==> src/rtl/cnt1_seq_ctrl.sv <==
// cnt1_seq_ctrl: sequencer in front of the cnt1 popcount pre-stage.
// Accepts a fingerprint beat stream, forwards aligned beats to cnt1 and tags
// each cnt1 result with its vector id and set (reference/query).
//
// state  | meaning
// -------+-------------------------------------------------------------
// IDLE   | waiting for i_Start; counts latched on start
// REF    | accepting reference vectors
// QRY    | accepting query vectors
// FLUSH  | intake closed, draining the tag pipe
// DONE   | one-cycle o_Done pulse, then back to IDLE
module cnt1_seq_ctrl #(
  parameter int BUS_WIDTH     = 128,
  parameter int SUB_VECTOR_NO = 2,
  parameter int CNT1_LATENCY  = 4,
  parameter int VEC_ID_WIDTH  = 16
) (
  input  logic                    clk,
  input  logic                    rstn,
  input  logic                    i_Start,
  input  logic [VEC_ID_WIDTH-1:0] i_RefNo,
  input  logic [VEC_ID_WIDTH-1:0] i_QueryNo,
  input  logic                    i_Hold,
  input  logic [BUS_WIDTH-1:0]    s_Vector,
  input  logic                    s_Valid,
  input  logic                    s_Last,
  output logic                    s_Ready,
  output logic [BUS_WIDTH-1:0]    o_Cnt1Vector,
  output logic                    o_Cnt1Valid,
  output logic                    o_TagValid,
  output logic                    o_TagIsRef,
  output logic [VEC_ID_WIDTH-1:0] o_TagId,
  output logic                    o_Busy,
  output logic                    o_Done,
  output logic                    o_FrameErr
);

  localparam int PH_W      = (SUB_VECTOR_NO > 1) ? $clog2(SUB_VECTOR_NO) : 1;
  localparam int FL_W      = (CNT1_LATENCY > 0) ? $clog2(CNT1_LATENCY + 1) : 1;
  localparam int TAG_DEPTH = 1 + CNT1_LATENCY;

  localparam logic [PH_W-1:0]         PH_LAST = PH_W'(SUB_VECTOR_NO - 1);
  localparam logic [FL_W-1:0]         FL_LOAD = FL_W'(CNT1_LATENCY);
  localparam logic [VEC_ID_WIDTH-1:0] ID_ONE  = VEC_ID_WIDTH'(1);

  typedef enum logic [2:0] {
    S_IDLE  = 3'd0,
    S_REF   = 3'd1,
    S_QRY   = 3'd2,
    S_FLUSH = 3'd3,
    S_DONE  = 3'd4
  } state_t;

  typedef struct packed {
    logic                    valid;
    logic                    is_ref;
    logic [VEC_ID_WIDTH-1:0] id;
  } tag_t;

  state_t                  state_q, state_d;
  logic [PH_W-1:0]         phase_q, phase_d;
  logic [VEC_ID_WIDTH-1:0] vec_id_q, vec_id_d;
  logic [VEC_ID_WIDTH-1:0] ref_no_q, ref_no_d;
  logic [VEC_ID_WIDTH-1:0] qry_no_q, qry_no_d;
  logic [FL_W-1:0]         flush_q, flush_d;
  logic                    frame_err_q, frame_err_d;
  logic [BUS_WIDTH-1:0]    cnt1_vec_q;
  logic                    cnt1_valid_q;
  tag_t                    tag_q [TAG_DEPTH];
  tag_t                    tag_in;

  logic intake, accept, beat_last, vec_done;
  logic vec_last_ref, vec_last_qry, final_beat;

  // Intake handshake and vector-boundary decode
  always_comb begin
    intake       = (state_q == S_REF) || (state_q == S_QRY);
    s_Ready      = intake && ((phase_q != '0) || !i_Hold);
    accept       = s_Valid && s_Ready;
    beat_last    = (phase_q == PH_LAST);
    vec_done     = accept && beat_last;
    vec_last_ref = (vec_id_q == ref_no_q - ID_ONE);
    vec_last_qry = (vec_id_q == qry_no_q - ID_ONE);
    final_beat   = beat_last &&
                   (((state_q == S_REF) && vec_last_ref && (qry_no_q == '0)) ||
                    ((state_q == S_QRY) && vec_last_qry));
  end

  // Next-state, counters and framing-error logic
  always_comb begin
    state_d     = state_q;
    phase_d     = phase_q;
    vec_id_d    = vec_id_q;
    ref_no_d    = ref_no_q;
    qry_no_d    = qry_no_q;
    flush_d     = flush_q;
    frame_err_d = frame_err_q;

    if (accept) begin
      phase_d = beat_last ? '0 : phase_q + PH_W'(1);
      if (s_Last != final_beat) frame_err_d = 1'b1;
    end

    case (state_q)
      S_IDLE: begin
        if (i_Start) begin
          ref_no_d    = i_RefNo;
          qry_no_d    = i_QueryNo;
          frame_err_d = 1'b0;
          vec_id_d    = '0;
          phase_d     = '0;
          flush_d     = FL_LOAD;
          if (i_RefNo != '0)        state_d = S_REF;
          else if (i_QueryNo != '0) state_d = S_QRY;
          else                      state_d = S_FLUSH;
        end
      end
      S_REF: begin
        if (vec_done) begin
          if (vec_last_ref) begin
            vec_id_d = '0;
            flush_d  = FL_LOAD;
            state_d  = (qry_no_q != '0) ? S_QRY : S_FLUSH;
          end else begin
            vec_id_d = vec_id_q + ID_ONE;
          end
        end
      end
      S_QRY: begin
        if (vec_done) begin
          if (vec_last_qry) begin
            flush_d = FL_LOAD;
            state_d = S_FLUSH;
          end else begin
            vec_id_d = vec_id_q + ID_ONE;
          end
        end
      end
      // Counts CNT1_LATENCY down to 0 inclusive so the whole tag pipe drains
      S_FLUSH: begin
        if (flush_q == '0) state_d = S_DONE;
        else               flush_d = flush_q - FL_W'(1);
      end
      S_DONE:  state_d = S_IDLE;
      default: state_d = S_IDLE;
    endcase
  end

  // Control state registers
  always_ff @(posedge clk or negedge rstn) begin
    if (!rstn) begin
      state_q     <= S_IDLE;
      phase_q     <= '0;
      vec_id_q    <= '0;
      ref_no_q    <= '0;
      qry_no_q    <= '0;
      flush_q     <= '0;
      frame_err_q <= 1'b0;
    end else begin
      state_q     <= state_d;
      phase_q     <= phase_d;
      vec_id_q    <= vec_id_d;
      ref_no_q    <= ref_no_d;
      qry_no_q    <= qry_no_d;
      flush_q     <= flush_d;
      frame_err_q <= frame_err_d;
    end
  end

  // Registered beat forwarding to cnt1; the vector holds when nothing is accepted
  always_ff @(posedge clk or negedge rstn) begin
    if (!rstn) begin
      cnt1_vec_q   <= '0;
      cnt1_valid_q <= 1'b0;
    end else begin
      cnt1_valid_q <= accept;
      if (accept) cnt1_vec_q <= s_Vector;
    end
  end

  // Tag entry; id/set are zeroed on empty slots so the outputs read 0
  always_comb begin
    tag_in = '0;
    if (vec_done) begin
      tag_in.valid  = 1'b1;
      tag_in.is_ref = (state_q == S_REF);
      tag_in.id     = vec_id_q;
    end
  end

  // Tag shift register aligned with cnt1 result latency
  always_ff @(posedge clk or negedge rstn) begin
    if (!rstn) begin
      for (int i = 0; i < TAG_DEPTH; i++) tag_q[i] <= '0;
    end else begin
      tag_q[0] <= tag_in;
      for (int i = 1; i < TAG_DEPTH; i++) tag_q[i] <= tag_q[i-1];
    end
  end

  assign o_Cnt1Vector = cnt1_vec_q;
  assign o_Cnt1Valid  = cnt1_valid_q;
  assign o_TagValid   = tag_q[TAG_DEPTH-1].valid;
  assign o_TagIsRef   = tag_q[TAG_DEPTH-1].is_ref;
  assign o_TagId      = tag_q[TAG_DEPTH-1].id;
  assign o_Busy       = (state_q != S_IDLE);
  assign o_Done       = (state_q == S_DONE);
  assign o_FrameErr   = frame_err_q;

endmodule

==> config.mk <==
export PLATFORM = sky130hd
export DESIGN_NAME = cnt1_seq_ctrl
export DESIGN_NICKNAME = d
export VERILOG_FILES = /design/src/rtl/cnt1_seq_ctrl.sv
export SDC_FILE = /design/constraint.sdc
export NUM_CORES = 1
export LEC_CHECK = 0
export BUFFER_PORTS_ARGS = -buffer_cell sky130_fd_sc_hd__buf_2
export CAP_MARGIN = 20
export CELL_PAD_IN_SITES_DETAIL_PLACEMENT = 1
export CELL_PAD_IN_SITES_GLOBAL_PLACEMENT = 1
export CORE_MARGIN = 2
export CORE_UTILIZATION = 38
export DETAILED_ROUTE_END_ITERATION = 16
export GPL_TIMING_DRIVEN = 0
export PLACE_DENSITY_LB_ADDON = 0.1
export SYNTH_ARGS = -nofsm -noshare
export SYNTH_HDL_FRONTEND = slang
export SYNTH_SLANG_ARGS = --single-unit
export TNS_END_PERCENT = 5
==> constraint.sdc <==
create_clock -name clk -period 3.68 [get_ports clk]
set_input_delay 0.736 -clock clk [delete_from_list [all_inputs] [get_ports clk]]
set_output_delay 0.736 -clock clk [all_outputs]
set_load 0.1 [all_outputs]
==> insert_results.sql <==
INSERT INTO impl_metrics (metric_group, metric, value, unit) VALUES
('final_layout', 'final_common_cell', 'buf_2', ''),
('drt', 'viasPerCell', '4.90', ''),
('final_layout', 'drive_above_1_share', '49.7', '%'),
('timing', 'clock_period_minus_final_worst_setup_slack', '3380', 'ps'),
('final_layout', 'count_of_fill_cells_added_during_filler_insertion', '3140', ''),
('logic_synthesis', 'synthXorXnorAreaFrac', '3.34', '%'),
('hold_path', 'timing.hold.worst.class', 'primary input to asynchronous set/reset pin', ''),
('logic_synthesis', 'postSynthCellCount', '821', ''),
('final_layout', 'fin_cells', '1586', ''),
('clock_tree', 'cts_made_buffers', '30', ''),
('die', 'die-area', '0.0310', 'mm2'),
('logic_synthesis', 'synth-adder-area-share', '0.777', '%'),
('logic_synthesis', 'ys_seq_elements', '275', ''),
('clock_tree', 'cts_num_sinks', '275', ''),
('clock_tree', 'cts-hold-fix-buffers', '0', ''),
('logic_synthesis', 'largest_family_of_logic_cells_by_synthesized_area', 'multiplexers', ''),
('place', 'placed_cells', '1529', ''),
('worst_setup_path', 'worstReg2RegStart', 'state_q[1]$_DFFE_PN0P_', ''),
('worst_setup_path', 'critical_path.startpoint_type', 'flip-flop', ''),
('job', 'cap_viol_max_count', '0', ''),
('clock_tree', 'clk_path_buf_depth', '3', ''),
('worst_setup_path', 'critical_path.endpoint_type', 'flip-flop', ''),
('worst_setup_path', 'critical_path_required', '4160', 'ps'),
('drt', 'drt_drc_violations_left', '0', ''),
('clock_tree', 'clock_network_latency_to_the_later_pin_of_the_worst_skew_pair', '550', 'ps'),
('worst_setup_path', 'worstSetupEndpoint', 'vec_id_q[7]$_DFFE_PN0P_', ''),
('drt', 'drtAntennaViolNets', '0', ''),
('worst_setup_path', 'critPathKind', 'flip-flop to flip-flop', ''),
('die', 'dieWidth', '176', 'um'),
('die', 'core_area', '0.0294', 'mm2'),
('clock_tree', 'cts_root_buf', 'clkbuf_16', ''),
('grt', 'via_count_of_the_first_global_routing_pass', '8054', ''),
('clock_tree', 'clkSlewWorstSetupHoldPaths', '60', 'ps'),
('logic_synthesis', 'share_of_the_synthesized_area_in_compound_gates_ao_oa_aoi_oai', '4.96', '%'),
('die', 'die_h', '176', 'um'),
('place', 'gp_routability_congestion', '0.796', ''),
('logic_synthesis', 'synth.lib_cells_used.distinct', '74', ''),
('final_layout', 'layout.cells.most_common_list', 'buf_2 (316), dfrtp_1 (274), mux2_2 (144), clkbuf_16 (31), clkbuf_1 (30)', ''),
('timing', 'finalHoldViolations', '0', ''),
('drt', 'postRouteWirelength', '29200', 'um'),
('timing', 'setup-violations-final', '0', ''),
('logic_synthesis', 'synth_area_in_simple_gates', '11.0', '%'),
('outcome', 'outcome', 'finished, final reports clean', ''),
('worst_setup_path', 'arrival', '3860', 'ps'),
('timing', 'slew-limit-headroom', '52.1', '%'),
('final_layout', 'final_util', '49.4', '%'),
('logic_synthesis', 'synth_seq_area_share', '61.1', '%'),
('die', 'start_util', '38.3', '%'),
('timing', 'worst-slew-pin-transition', '719', 'ps'),
('worst_setup_path', 'path_max_fanout', '11', ''),
('logic_synthesis', 'ys_warn_count', '0', ''),
('final_layout', 'final_nets', '1344', ''),
('logic_synthesis', 'synthArstFlopShare', '100', '%'),
('timing', 'fin_tns_setup', '0', 'ps'),
('final_layout', 'areaGrowthSynthToFinish', '28.9', '%'),
('worst_setup_path', 'timing.reg2reg.setup_slack', '300', 'ps'),
('place', 'place.port_buffers', '316', ''),
('grt', 'track_usage', '18.7', '%'),
('worst_setup_path', 'r2r-end', 'vec_id_q[7]$_DFFE_PN0P_', ''),
('worst_setup_path', 'crit_start', 'state_q[1]$_DFFE_PN0P_', ''),
('drt', 'number_of_design_rule_violations_left_by_the_first_detailed_router_iteration', '262', ''),
('worst_setup_path', 'r2r.worst_path.cells', '15', ''),
('logic_synthesis', 'number_of_enable_type_register_cells_in_the_synthesized_netlist', '0', ''),
('drt', 'post_drt_wl_per_cell', '18.4', 'um'),
('drt', 'drt_first_pass_iters', '4', ''),
('grt', 'grt_start_max_net_pins', '121', ''),
('place', 'place.detailed.hpwl', '22000', 'um'),
('logic_synthesis', 'ys.flop_type', 'dfrtp_1', ''),
('die', 'placement_rows', '63', ''),
('die', 'floorplan.io_pins', '317', ''),
('timing', 'unrepaired_setup_endpoints_after_global_routing', 'no', '');
==> metal layers <==
| layer | vias to the layer above | GRT usage [%] | wire, um |
|---|---|---|---|
| li1 | 3605 | - | - |
| met1 | 3906 | 23.8 | 12000 |
| met2 | 234 | 32.7 | 15000 |
| met3 | 34 | 3.64 | 1730 |
| met4 | 0 | 4.72 | 469 |
| met5 | - | 0 | 0 |
==> logic make-up after synthesis <==
| family | Yosys count |
|---|---|
| flops | 275 |
| buf+inv | 70 |
| fa+ha+maj | 7 |
| simple gates | 199 |
| xor+xnor | 43 |
| compound gates | 72 |
| mux | 155 |
==> Yosys cell counts (all sizes together) (2+ instances only) <==
master | count | area (um2)
o21a | 4 | 30.0
a31oi | 6 | 37.5
nand3b | 7 | 52.6
nor3b | 6 | 45.0
ha | 7 | 87.6
nand2b | 2 | 12.5
and3 | 9 | 57.6
o31ai | 4 | 40.0
or3 | 11 | 77.6
o32ai | 2 | 17.5
a211oi | 3 | 35.0
nor2b | 6 | 37.5
o21ai | 20 | 104
a21o | 2 | 15.0
nor4b | 2 | 17.5
or2 | 4 | 25.0
inv | 15 | 56.3
a21oi | 10 | 57.6
clkbuf | 31 | 146
xor2 | 23 | 201
o22ai | 3 | 18.8
or3b | 2 | 17.5
nor3 | 13 | 75.1
nand4 | 17 | 106
nor2 | 28 | 128
mux2 | 155 | 1750
buf | 24 | 175
o211ai | 2 | 20.0
nand2 | 26 | 97.6
or4 | 4 | 31.3
nand3 | 13 | 77.6
nand4b | 3 | 32.5
nor4 | 20 | 170
a221oi | 3 | 26.3
and3b | 2 | 17.5
and2 | 20 | 125
xnor2 | 20 | 175
o2111ai | 2 | 17.5
dfrtp | 275 | 6880
==> critical path, stage by stage, from the launching register on <==
cell	delay, ps
dfrtp_1	370
clkbuf_8	180
inv_1	150
nand2_1	140
a221oi_4	280
and2_1	160
clkbuf_2	150
buf_6	170
ha_4	230
mux2_4	170
o22ai_2	70
or2_4	310
a21oi_4	240
nand3_1	180
or3_1	370
a21oi_2	130
==> stage by stage <==
stage                     setup WS [ps]  hold slack [ps]  instance area [um2]
final                               295              172                14500
after global routing               9.25              216                14500
after CTS                          16.7              204                14500
after detailed placement           37.9              336                13500
after global placement            -3380              331                13500
after floorplan                   -93.1              331                11400
==> worst min-delay path by stage <==
stage | start | end | slack (ps) | depth (start not counted)
CTS | rstn | o_TagId[14]$_DFF_PN0_ | 200 | 1
global route | rstn | o_TagId[13]$_DFF_PN0_ | 220 | 1
detailed placement | tag_q[83]$_DFF_PN0_ | tag_q[65]$_DFF_PN0_ | 340 | 0
floorplan | tag_q[18]$_DFF_PN0_ | o_TagId[0]$_DFF_PN0_ | 330 | 0
global placement | tag_q[78]$_DFF_PN0_ | tag_q[60]$_DFF_PN0_ | 330 | 0
finish | rstn | o_TagId[13]$_DFF_PN0_ | 170 | 1
==> layout make-up <==
| class | count | area, um2 | area share (%) |
|---|---|---|---|
| diodes | 4 | 10.0 | 0.0689 |
| plain buffers | 55 | 364 | 2.51 |
| clock buffers | 44 | 885 | 6.09 |
| clock inverters | 9 | 86.3 | 0.594 |
| inverters | 15 | 56.3 | 0.388 |
| multi-input cells | 476 | 4110 | 28.3 |
| flip-flops and latches | 275 | 6880 | 47.4 |
| well taps | 390 | 488 | 3.36 |
| repair buffers | 318 | 1650 | 11.3 |
==> state kept, by name, indices dropped and copies added (netlist names) <==
signal        cells
beat_last         1
flush_q           3
qry_no_q         16
ref_no_q         16
vec_id_q         16
o_FrameErr        1
state_q           3
tag_q            72
o_Cnt1Vector    128
o_TagId          16
o_TagValid        1
o_TagIsRef        1
o_Cnt1Valid       1
==> timing repair <==
item	CTS	global route
buffers inserted	0	0
gates resized for setup	0	6
endpoints found under the setup margin	0	41
Power is left out: the tool's default activity adds up to more than one toggle a clock period on the data nets, which glitch-free logic cannot reach.
